**src/rtl/edge_ctrl_pkg.sv**
```systemverilog
// Shared definitions for the edge-event controller.
// Contents: per-channel edge-mode encodings, scheduler state encoding and a
// modular-add helper used by the round-robin search.
package edge_ctrl_pkg;

    // Per-channel edge select (bit 0 enables rising, bit 1 enables falling)
    localparam logic [1:0] EDGE_OFF  = 2'b00;
    localparam logic [1:0] EDGE_RISE = 2'b01;
    localparam logic [1:0] EDGE_FALL = 2'b10;
    localparam logic [1:0] EDGE_BOTH = 2'b11;

    typedef enum logic [0:0] {
        ST_IDLE    = 1'b0,
        ST_PRESENT = 1'b1
    } sched_state_e;

    function automatic int unsigned wrap_add(int unsigned a, int unsigned b, int unsigned n);
        return (a + b) % n;
    endfunction

endpackage

```
**src/rtl/edge_detect_cell.sv**
```systemverilog
// One trigger channel: edge detector with mode qualification feeding a
// one-deep pending latch and a sticky overflow flag.
// Ports:
//   i_clk, i_rst_n  clock, synchronous active-low reset
//   i_armed         detection enable (low during the first cycle after reset)
//   i_trigger       trigger line, synchronous to i_clk
//   i_mode          edge select (off / rising / falling / both)
//   i_grant         scheduler takes this channel's pending event this cycle
//   i_ovf_clr       clears the overflow flag (a same-cycle set wins)
//   o_pending       event waiting to be scheduled
//   o_pend_rise     polarity of the waiting event (1 = rising)
//   o_overflow      sticky lost-event flag
module edge_detect_cell
    import edge_ctrl_pkg::*;
(
    input  logic       i_clk,
    input  logic       i_rst_n,
    input  logic       i_armed,
    input  logic       i_trigger,
    input  logic [1:0] i_mode,
    input  logic       i_grant,
    input  logic       i_ovf_clr,
    output logic       o_pending,
    output logic       o_pend_rise,
    output logic       o_overflow
);

    logic r_prev;
    logic r_pending;
    logic r_pend_rise;
    logic r_overflow;

    logic w_rise;
    logic w_fall;
    logic w_edge;
    logic w_pending_d;
    logic w_pend_rise_d;
    logic w_overflow_d;

    assign w_rise = i_armed & i_trigger & ~r_prev &
                    ((i_mode == EDGE_RISE) | (i_mode == EDGE_BOTH));
    assign w_fall = i_armed & ~i_trigger & r_prev &
                    ((i_mode == EDGE_FALL) | (i_mode == EDGE_BOTH));
    assign w_edge = w_rise | w_fall;

    always_comb begin
        w_pending_d   = r_pending;
        w_pend_rise_d = r_pend_rise;
        w_overflow_d  = r_overflow;

        if (i_ovf_clr) begin
            w_overflow_d = 1'b0;
        end

        if (i_mode == EDGE_OFF) begin
            w_pending_d = 1'b0;
        end else if (w_edge && r_pending && i_grant) begin
            // Old event leaves this cycle, so the new one takes its slot
            w_pend_rise_d = w_rise;
        end else if (w_edge && r_pending) begin
            w_overflow_d = 1'b1;
        end else if (w_edge) begin
            w_pending_d   = 1'b1;
            w_pend_rise_d = w_rise;
        end else if (i_grant) begin
            w_pending_d = 1'b0;
        end
    end

    always_ff @(posedge i_clk) begin
        if (!i_rst_n) begin
            r_prev      <= 1'b0;
            r_pending   <= 1'b0;
            r_pend_rise <= 1'b0;
            r_overflow  <= 1'b0;
        end else begin
            r_prev      <= i_trigger;
            r_pending   <= w_pending_d;
            r_pend_rise <= w_pend_rise_d;
            r_overflow  <= w_overflow_d;
        end
    end

    assign o_pending   = r_pending;
    assign o_pend_rise = r_pend_rise;
    assign o_overflow  = r_overflow;

endmodule

```
**src/rtl/edge_event_arbiter.sv**
```systemverilog
// Multi-channel edge-event controller: N_CH edge detector cells share one
// valid/ready event port through a round-robin scheduler.
// Ports:
//   i_clk, i_rst_n  clock, synchronous active-low reset
//   i_trigger       trigger lines, synchronous to i_clk
//   i_mode          per-channel edge select, bits [2i+1:2i]
//   o_evt_valid     event presented
//   i_evt_ready     consumer accepts when o_evt_valid & i_evt_ready
//   o_evt_ch        channel index of the presented event
//   o_evt_rise      1 = rising edge, 0 = falling edge
//   o_overflow      sticky per-channel lost-event flags
//   i_ovf_clr       clears all overflow flags
module edge_event_arbiter
    import edge_ctrl_pkg::*;
#(
    parameter  int unsigned N_CH = 4,
    localparam int unsigned CH_W = $clog2(N_CH)
) (
    input  logic              i_clk,
    input  logic              i_rst_n,
    input  logic [N_CH-1:0]   i_trigger,
    input  logic [2*N_CH-1:0] i_mode,
    output logic              o_evt_valid,
    input  logic              i_evt_ready,
    output logic [CH_W-1:0]   o_evt_ch,
    output logic              o_evt_rise,
    output logic [N_CH-1:0]   o_overflow,
    input  logic              i_ovf_clr
);

    sched_state_e    r_state;
    sched_state_e    w_state_d;
    logic            r_armed;
    logic [CH_W-1:0] r_rr_ptr;
    logic [CH_W-1:0] r_evt_ch;
    logic            r_evt_rise;

    logic [N_CH-1:0] w_pending;
    logic [N_CH-1:0] w_pend_rise;
    logic [N_CH-1:0] w_grant;
    logic [CH_W-1:0] w_gnt_idx;
    logic            w_found;
    logic            w_any;
    logic            w_take;

    for (genvar g = 0; g < N_CH; g++) begin : g_cell
        edge_detect_cell u_cell (
            .i_clk       (i_clk),
            .i_rst_n     (i_rst_n),
            .i_armed     (r_armed),
            .i_trigger   (i_trigger[g]),
            .i_mode      (i_mode[2*g +: 2]),
            .i_grant     (w_grant[g]),
            .i_ovf_clr   (i_ovf_clr),
            .o_pending   (w_pending[g]),
            .o_pend_rise (w_pend_rise[g]),
            .o_overflow  (o_overflow[g])
        );
    end

    // First pending channel at or above r_rr_ptr, wrapping past N_CH-1
    always_comb begin
        w_gnt_idx = '0;
        w_found   = 1'b0;
        for (int unsigned k = 0; k < N_CH; k++) begin
            if (!w_found && w_pending[wrap_add(32'(r_rr_ptr), k, N_CH)]) begin
                w_found   = 1'b1;
                w_gnt_idx = CH_W'(wrap_add(32'(r_rr_ptr), k, N_CH));
            end
        end
    end

    assign w_any = |w_pending;

    // Output is free when idle or when the presented event is being accepted
    assign w_take  = w_any & ((r_state == ST_IDLE) | i_evt_ready);
    assign w_grant = w_take ? (N_CH'(1) << w_gnt_idx) : '0;

    always_comb begin
        w_state_d = r_state;
        case (r_state)
            ST_IDLE: begin
                if (w_any) begin
                    w_state_d = ST_PRESENT;
                end
            end
            ST_PRESENT: begin
                if (i_evt_ready && !w_any) begin
                    w_state_d = ST_IDLE;
                end
            end
            default: w_state_d = ST_IDLE;
        endcase
    end

    always_ff @(posedge i_clk) begin
        if (!i_rst_n) begin
            r_state    <= ST_IDLE;
            r_armed    <= 1'b0;
            r_rr_ptr   <= '0;
            r_evt_ch   <= '0;
            r_evt_rise <= 1'b0;
        end else begin
            r_state <= w_state_d;
            r_armed <= 1'b1;
            if (w_take) begin
                r_evt_ch   <= w_gnt_idx;
                r_evt_rise <= w_pend_rise[w_gnt_idx];
                r_rr_ptr   <= CH_W'(wrap_add(32'(w_gnt_idx), 1, N_CH));
            end
        end
    end

    assign o_evt_valid = (r_state == ST_PRESENT);
    assign o_evt_ch    = r_evt_ch;
    assign o_evt_rise  = r_evt_rise;

endmodule

```
**config.mk**
```make
export PLATFORM = sky130hd
export DESIGN_NAME = edge_event_arbiter
export DESIGN_NICKNAME = d
export VERILOG_FILES = /design/src/rtl/edge_ctrl_pkg.sv /design/src/rtl/edge_detect_cell.sv /design/src/rtl/edge_event_arbiter.sv
export SDC_FILE = /design/constraint.sdc
export NUM_CORES = 1
export LEC_CHECK = 0
export CAP_MARGIN = 0
export CORE_MARGIN = 2
export CORE_UTILIZATION = 50
export CTS_BUF_LIST = sky130_fd_sc_hd__clkbuf_4 sky130_fd_sc_hd__clkbuf_8
export DETAILED_ROUTE_END_ITERATION = 8
export GPL_TIMING_DRIVEN = 0
export PLACE_DENSITY = 0.79
export SKIP_CTS_REPAIR_TIMING = 1
export SYNTH_ARGS = -nofsm -noshare
export SYNTH_HDL_FRONTEND = slang
export SYNTH_HIERARCHICAL = 1
export SYNTH_SLANG_ARGS = --single-unit
```
**constraint.sdc**
```tcl
create_clock -name i_clk -period 1.9 [get_ports i_clk]
set_input_delay 0.38 -clock i_clk [delete_from_list [all_inputs] [get_ports i_clk]]
set_output_delay 0.38 -clock i_clk [all_outputs]
set_load 0.01 [all_outputs]
```
Word level (Yosys, flattened, before mapping)
Index checks and enable logic that the tools add are counted.

Register bits after elaboration: 23. Input port bits: 16. Output and inout bits: 8. Logic and storage cells: 206.

Add/sub/neg operators: 4. Order comparisons: 5. Eq/ne operators: 16. Shifts and indexed selects: 1. Multiplexer cells: 58. Bitwise operators: 60. Reduce and logical (&&, ||, !) cells: 41.

Operators with widths (count): 1-bit 2-to-1 mux (47); 1-bit AND (25); 3-bit AND reduction (8); 1-bit NOT (22); 2-bit equality test, second input constant (8); 2-bit nonzero test (8); 2-bit by 3-bit less-than comparator with 1-bit output, second input constant (5); 1-bit OR (13); 1-bit logical AND (12); 1-bit binary-select mux with 2-bit select (5); 2-bit by 1-bit equality test with 1-bit output, second input constant (4); 2-bit zero test (4); 2-bit 2-to-1 mux (4); 2-bit != test, second input constant (4); 2-bit OR reduction (4); 2-bit by 1-bit adder with 2-bit output, second input constant (2); 2-bit adder, second input constant (2); 1-bit zero test (4); 4-bit 2-to-1 mux (1); 4-bit OR reduction (1); 1-bit by 2-bit << shifter with 4-bit output, first input constant (1); 1-bit one-hot mux with 2 select lines (1).

Longest topological paths before layout
Depth after elaboration: 17. Gate-level depth with buffers: 8. Gate-level depth less buffers: 8.

Cells and area by module
The synthesis kept the hierarchy.

Modules (own cells, without submodules): edge_detect_cell (times used 4, cells an instance 16, area an instance 175.2 um2, sequential area each 80.1 um2); edge_event_arbiter (times used 1, cells an instance 46, area an instance 407.9 um2, sequential area each 140.1 um2).

Worst setup path after synthesis
No wires, ideal clock.

Path kind: flip-flop to flip-flop. From: reg r_rr_ptr[0]. To: reg g_cell[3].u_cell.r_pend_rise. Setup time: 0.116 ns. Data arrival time: 1.617 ns. Data required time: 1.784 ns. Path slack: 0.167 ns. Stages on the path, launching flop included: 9. Path buffers: 0. Clock period less this slack: 1.733 ns. Cell sequence: dfxtp_1 -> and2b_1 -> o21ai_1 -> o211ai_2 -> or2_1 -> nor2_1 -> nand2b_2 -> a31oi_1 -> a41o_1.

Word-level cells in the longest chain between the ends: 17. Elaborated cells between the ends (all ways): 31. Those cells by class: 3 x add/sub; 1 x eq/ne; 1 x shift; 17 x mux; 9 x reduce/logical.

Ends and longest elaborated chain: start: declaration (line edge_event_arbiter.sv:34) `logic [CH_W-1:0] r_rr_ptr;`; start signal: assignment (line edge_event_arbiter.sv:109) `r_rr_ptr <= CH_W'(wrap_add(32'(w_gnt_idx), 1, N_CH));`; branches (longest 11 deep; another with 2-bit by 1-bit adder with 2-bit output); 2-bit 2-to-1 mux (*) (line edge_event_arbiter.sv:66) `if (!w_found && w_pending[wrap_add(32'(r_rr_ptr), k, N_CH)]) begin`; 1-bit by 2-bit << shifter with 4-bit output (*) (line edge_event_arbiter.sv:77) `assign w_grant = w_take ? (N_CH'(1) << w_gnt_idx) : '0;`; 4-bit 2-to-1 mux (*) (line edge_event_arbiter.sv:77); via w_grant[3] (line edge_event_arbiter.sv:40) `logic [N_CH-1:0] w_grant;`; 1-bit logical AND (*) (line edge_detect_cell.sv:57) `end else if (w_edge && r_pending && i_grant) begin`; 2-bit != test (no line) or 2-bit nonzero test (tied branches); 3-bit AND reduction (no line); end signal: assignment (line edge_detect_cell.sv:79) `r_pend_rise <= w_pend_rise_d;`; end: declaration (line edge_detect_cell.sv:30) `logic r_pend_rise;`.

Mark *: on every way through the listed nets, which the timed path passes. The select of a mux whose other input is x is not followed. A chain may end at the register's enable or synchronous reset.

Final worst setup path
From: reg g_cell[1].u_cell.r_pending. To: reg g_cell[0].u_cell.r_pend_rise.

Word-level cells in the longest chain between the ends: 17. Elaborated cells between the ends (all ways): 30. Those cells by class: 1 x eq/ne; 1 x shift; 17 x mux; 1 x bitwise; 10 x reduce/logical.

Ends and longest elaborated chain: start: declaration (line edge_detect_cell.sv:29) `logic r_pending;`; start signal: assignment (line edge_detect_cell.sv:78) `r_pending <= w_pending_d;`; 1-bit binary-select mux with 2-bit select (line edge_event_arbiter.sv:66); 1-bit 2-to-1 mux (implied by the code) (line edge_event_arbiter.sv:66); 1-bit 2-to-1 mux (line edge_event_arbiter.sv:66); 1-bit zero test (line edge_event_arbiter.sv:66); 1-bit logical AND (line edge_event_arbiter.sv:66); 1-bit 2-to-1 mux (line edge_event_arbiter.sv:66); 1-bit zero test (line edge_event_arbiter.sv:66); 1-bit logical AND (line edge_event_arbiter.sv:66); [... 2 more ...]; 1-bit logical AND (line edge_event_arbiter.sv:66); 2-bit 2-to-1 mux (line edge_event_arbiter.sv:66); 1-bit by 2-bit << shifter with 4-bit output (line edge_event_arbiter.sv:77); 4-bit 2-to-1 mux (*) (line edge_event_arbiter.sv:77); via w_grant[0] (line edge_event_arbiter.sv:40); 1-bit logical AND (*) (line edge_detect_cell.sv:57); 2-bit != test (no line) or 2-bit nonzero test (tied branches); 3-bit AND reduction (no line); end signal: assignment (line edge_detect_cell.sv:79); end: declaration (line edge_detect_cell.sv:30).

The timed path passes the listed nets; every way through them passes the cells marked *. The select of a mux whose other input is x is not followed.

==> impl_metrics.ini <==
[outcome]
status = complete, no violations

[timing]
slew_headroom_pct = 47.3
tightest_slew_ns = 0.788
fin_crit_sh_pct = 97.8
finalHoldViolations = 0
holdWs_ns = 0.468
finalSetupTns_ns = 0
setup_slack_ns = 0.0414
skew_ns = 0.00171
max_freq_mhz = 538
setup_viol = 0
drv_slew = 0
fin_crit_ns = 1.86

[setup_path]
critPathArrivalTime_ns = 2.07
worst_setup_path_start_kind = flip-flop
path_max_fanout = 5
required_ns = 2.11
critPathKind = flip-flop to flip-flop
endpoint_kind = flip-flop

[min_path]
min_path_type = flip-flop to flip-flop

[placement]
dp_slack_ns = -0.274
place_congestion = 0.807
hpwl_um = 1690
placed_cell_area_sq_um = 1370
placedCellCount = 161
io_buffers = 23

[layout]
area_growth_pct = 32.2
final_common_cell = clkdlybuf4s50_1
layout.nets = 156
final_cells = 167
layout-drive-gt1-share_pct = 32.4
final_cell_mix = 23 x clkdlybuf4s50_1, 19 x dfxtp_1, 13 x nand2_1, 8 x and3b_2, 7 x a21oi_1
fin_area_sq_um = 1470
num_antenna_cells = 0

[clocking]
cts-htree-levels = 1
clk_path_buf_depth = 2
root_buffer = clkbuf_4
numCtsBuffers = 3
clk_latency_ns = 0.30
path_clk_slew_ns = 0.12
cts_tree = done
clock-sinks = 23

[route]
drc = 0
dr.pass1.iters = 2
drtAntennaViolNets = 0
wl_per_cell_um = 13.6
vias = 916
drt-initial-drc-count = 9
vias_per_cell = 5.49
finalWirelength_um = 2260

[power]
leakage_uw = 0.000560
p_seq_share_pct = 55.9
pwr-share-comb_pct = 19.5
switching_share_pct = 26.4
p_int_uw = 706
clockPowerShare_pct = 24.6
power_density_nw_per_um2 = 654
peakVddDrop_uv = 495
net-switching-power_uw = 253

[die]
rows = 17
io_pins = 24
core_sq_um = 2150
die_y_um = 51.1
dieArea_sq_um = 2610
dieWidth_um = 51.1
initial_core_util_pct = 51.6

[synthesis]
yosys-top-cells-area = dfxtp_1 42%, and3b_2 7.2%, o32ai_2 5.9%
synth_fa_ha_area_share_pct = 0
yosys.area_share.simple_pct = 24.7
ys_warn_count = 6
synth_top_family_by_area = compound AO/OA/AOI/OAI gates
netlist_area_sq_um = 1110
synth_area_per_cell_sq_um = 10.1
synth_xor_xnor_area_share_pct = 0.790
syn_nets = 126
ys_ff_latch = 23
muxShareOfSynthArea_pct = 1.81
synth_top_cell_by_area = dfxtp_1
synth_top_area_share_pct = 41.5
ys_seq_area_share_pct = 41.5
syn_inst = 110
synthDistinctLibCells = 31
synth_compound_area_share_pct = 30.5

[global_routing]
grt_antenna_before_repair = 0
grt-ovfl-total = 0
track_usage_pct = 19.0
grt_max_degree = 27
grt_pass1_wl_um = 3720
grt_pass1_vias = 880

[run]
drv_cap = 0
final timing paths:
path,cells past startpoint,to,startpoint,slack [ns]
max,9,g_cell[0].u_cell/o_pend_rise,g_cell[1].u_cell/o_pending,0.04
min reg2reg,2,o_evt_ch[1],o_evt_ch[1],0.47
min,2,o_evt_ch[1],o_evt_ch[1],0.47
max reg2reg,9,g_cell[0].u_cell/o_pend_rise,g_cell[1].u_cell/o_pending,0.04
routing by layer:
metal | vias up | wire length, um | GRT usage [%]
met2 | 16 | 1160 | 33.8
met1 | 425 | 1020 | 22.0
met5 | - | 0 | 0
met3 | 2 | 69 | 3.80
met4 | 0 | 16 | 8.11
li1 | 473 | - | -
per-stage QoR:
step / total power [uW] / utilization [%]
finish: 959 / 68.2
global route: 1010 / 68.2
CTS: 949 / 65.3
detailed placement: 716 / 63.9
global placement: 709 / 63.9
floorplan: 643 / -
state kept, by name, summed over array words and instances (netlist names):
| name | cells |
|---|---|
| o_evt_rise | 1 |
| g_cell.u_cell/o_overflow | 4 |
| g_cell.u_cell/o_pending | 4 |
| g_cell.u_cell/r_prev | 4 |
| r_rr_ptr | 2 |
| g_cell.u_cell/o_pend_rise | 4 |
| o_evt_ch | 2 |
| o_evt_valid | 1 |
| r_armed | 1 |
layout make-up:
class                   instances  area [sq um]
clock buffers                   4          30.0
flip-flops and latches         23           468
inverters                       2          7.51
repair buffers                 25           245
well taps                      28          35.0
fillers                       179           683
multi-input cells              85           679
power by group through the flow:
stage	clock network (uW)	registers, uW	logic (uW)
floorplan	0	540	104
global placement	0	542	167
detailed placement	0	543	173
CTS	243	532	173
global route	270	540	203
finish	236	536	187
Yosys cell counts:
cell type  count
o221ai_1       1
a21oi_1        8
and3b_2        8
a211oi_2       1
o211ai_2       1
a21o_1         1
a21o_2         1
xnor2_1        1
o32ai_4        1
mux2i_1        2
nand2b_1       2
nand2b_2       4
a21oi_2        1
nand3_1        3
nor2b_1        1
inv_1          2
or2_1          1
and2_2         4
a41o_1         4
nor4_1         1
and2b_1        2
o32a_2         1
o21ai_0        4
a31oi_1        4
o211a_1        1
o21ai_2        4
dfxtp_1       23
o32ai_2        4
nand2_1       13
o21ai_1        1
nor2_1         5
worst max-delay path: stages, from the launching register on:
cell      delay (ns)
dfxtp_4         0.39
nand2b_1        0.17
a21o_2          0.24
o211ai_4        0.12
buf_4           0.16
nand2_1         0.06
nor2_1          0.12
nand2b_2        0.18
a31oi_1         0.09
a41o_1          0.23
cell families after synthesis:
| family | count (synthesis) |
|---|---|
| buf+inv | 2 |
| xor+xnor | 1 |
| simple gates | 44 |
| flops | 23 |
| compound gates | 38 |
| mux | 2 |
Note: power is estimated with default switching activity, not from simulation.
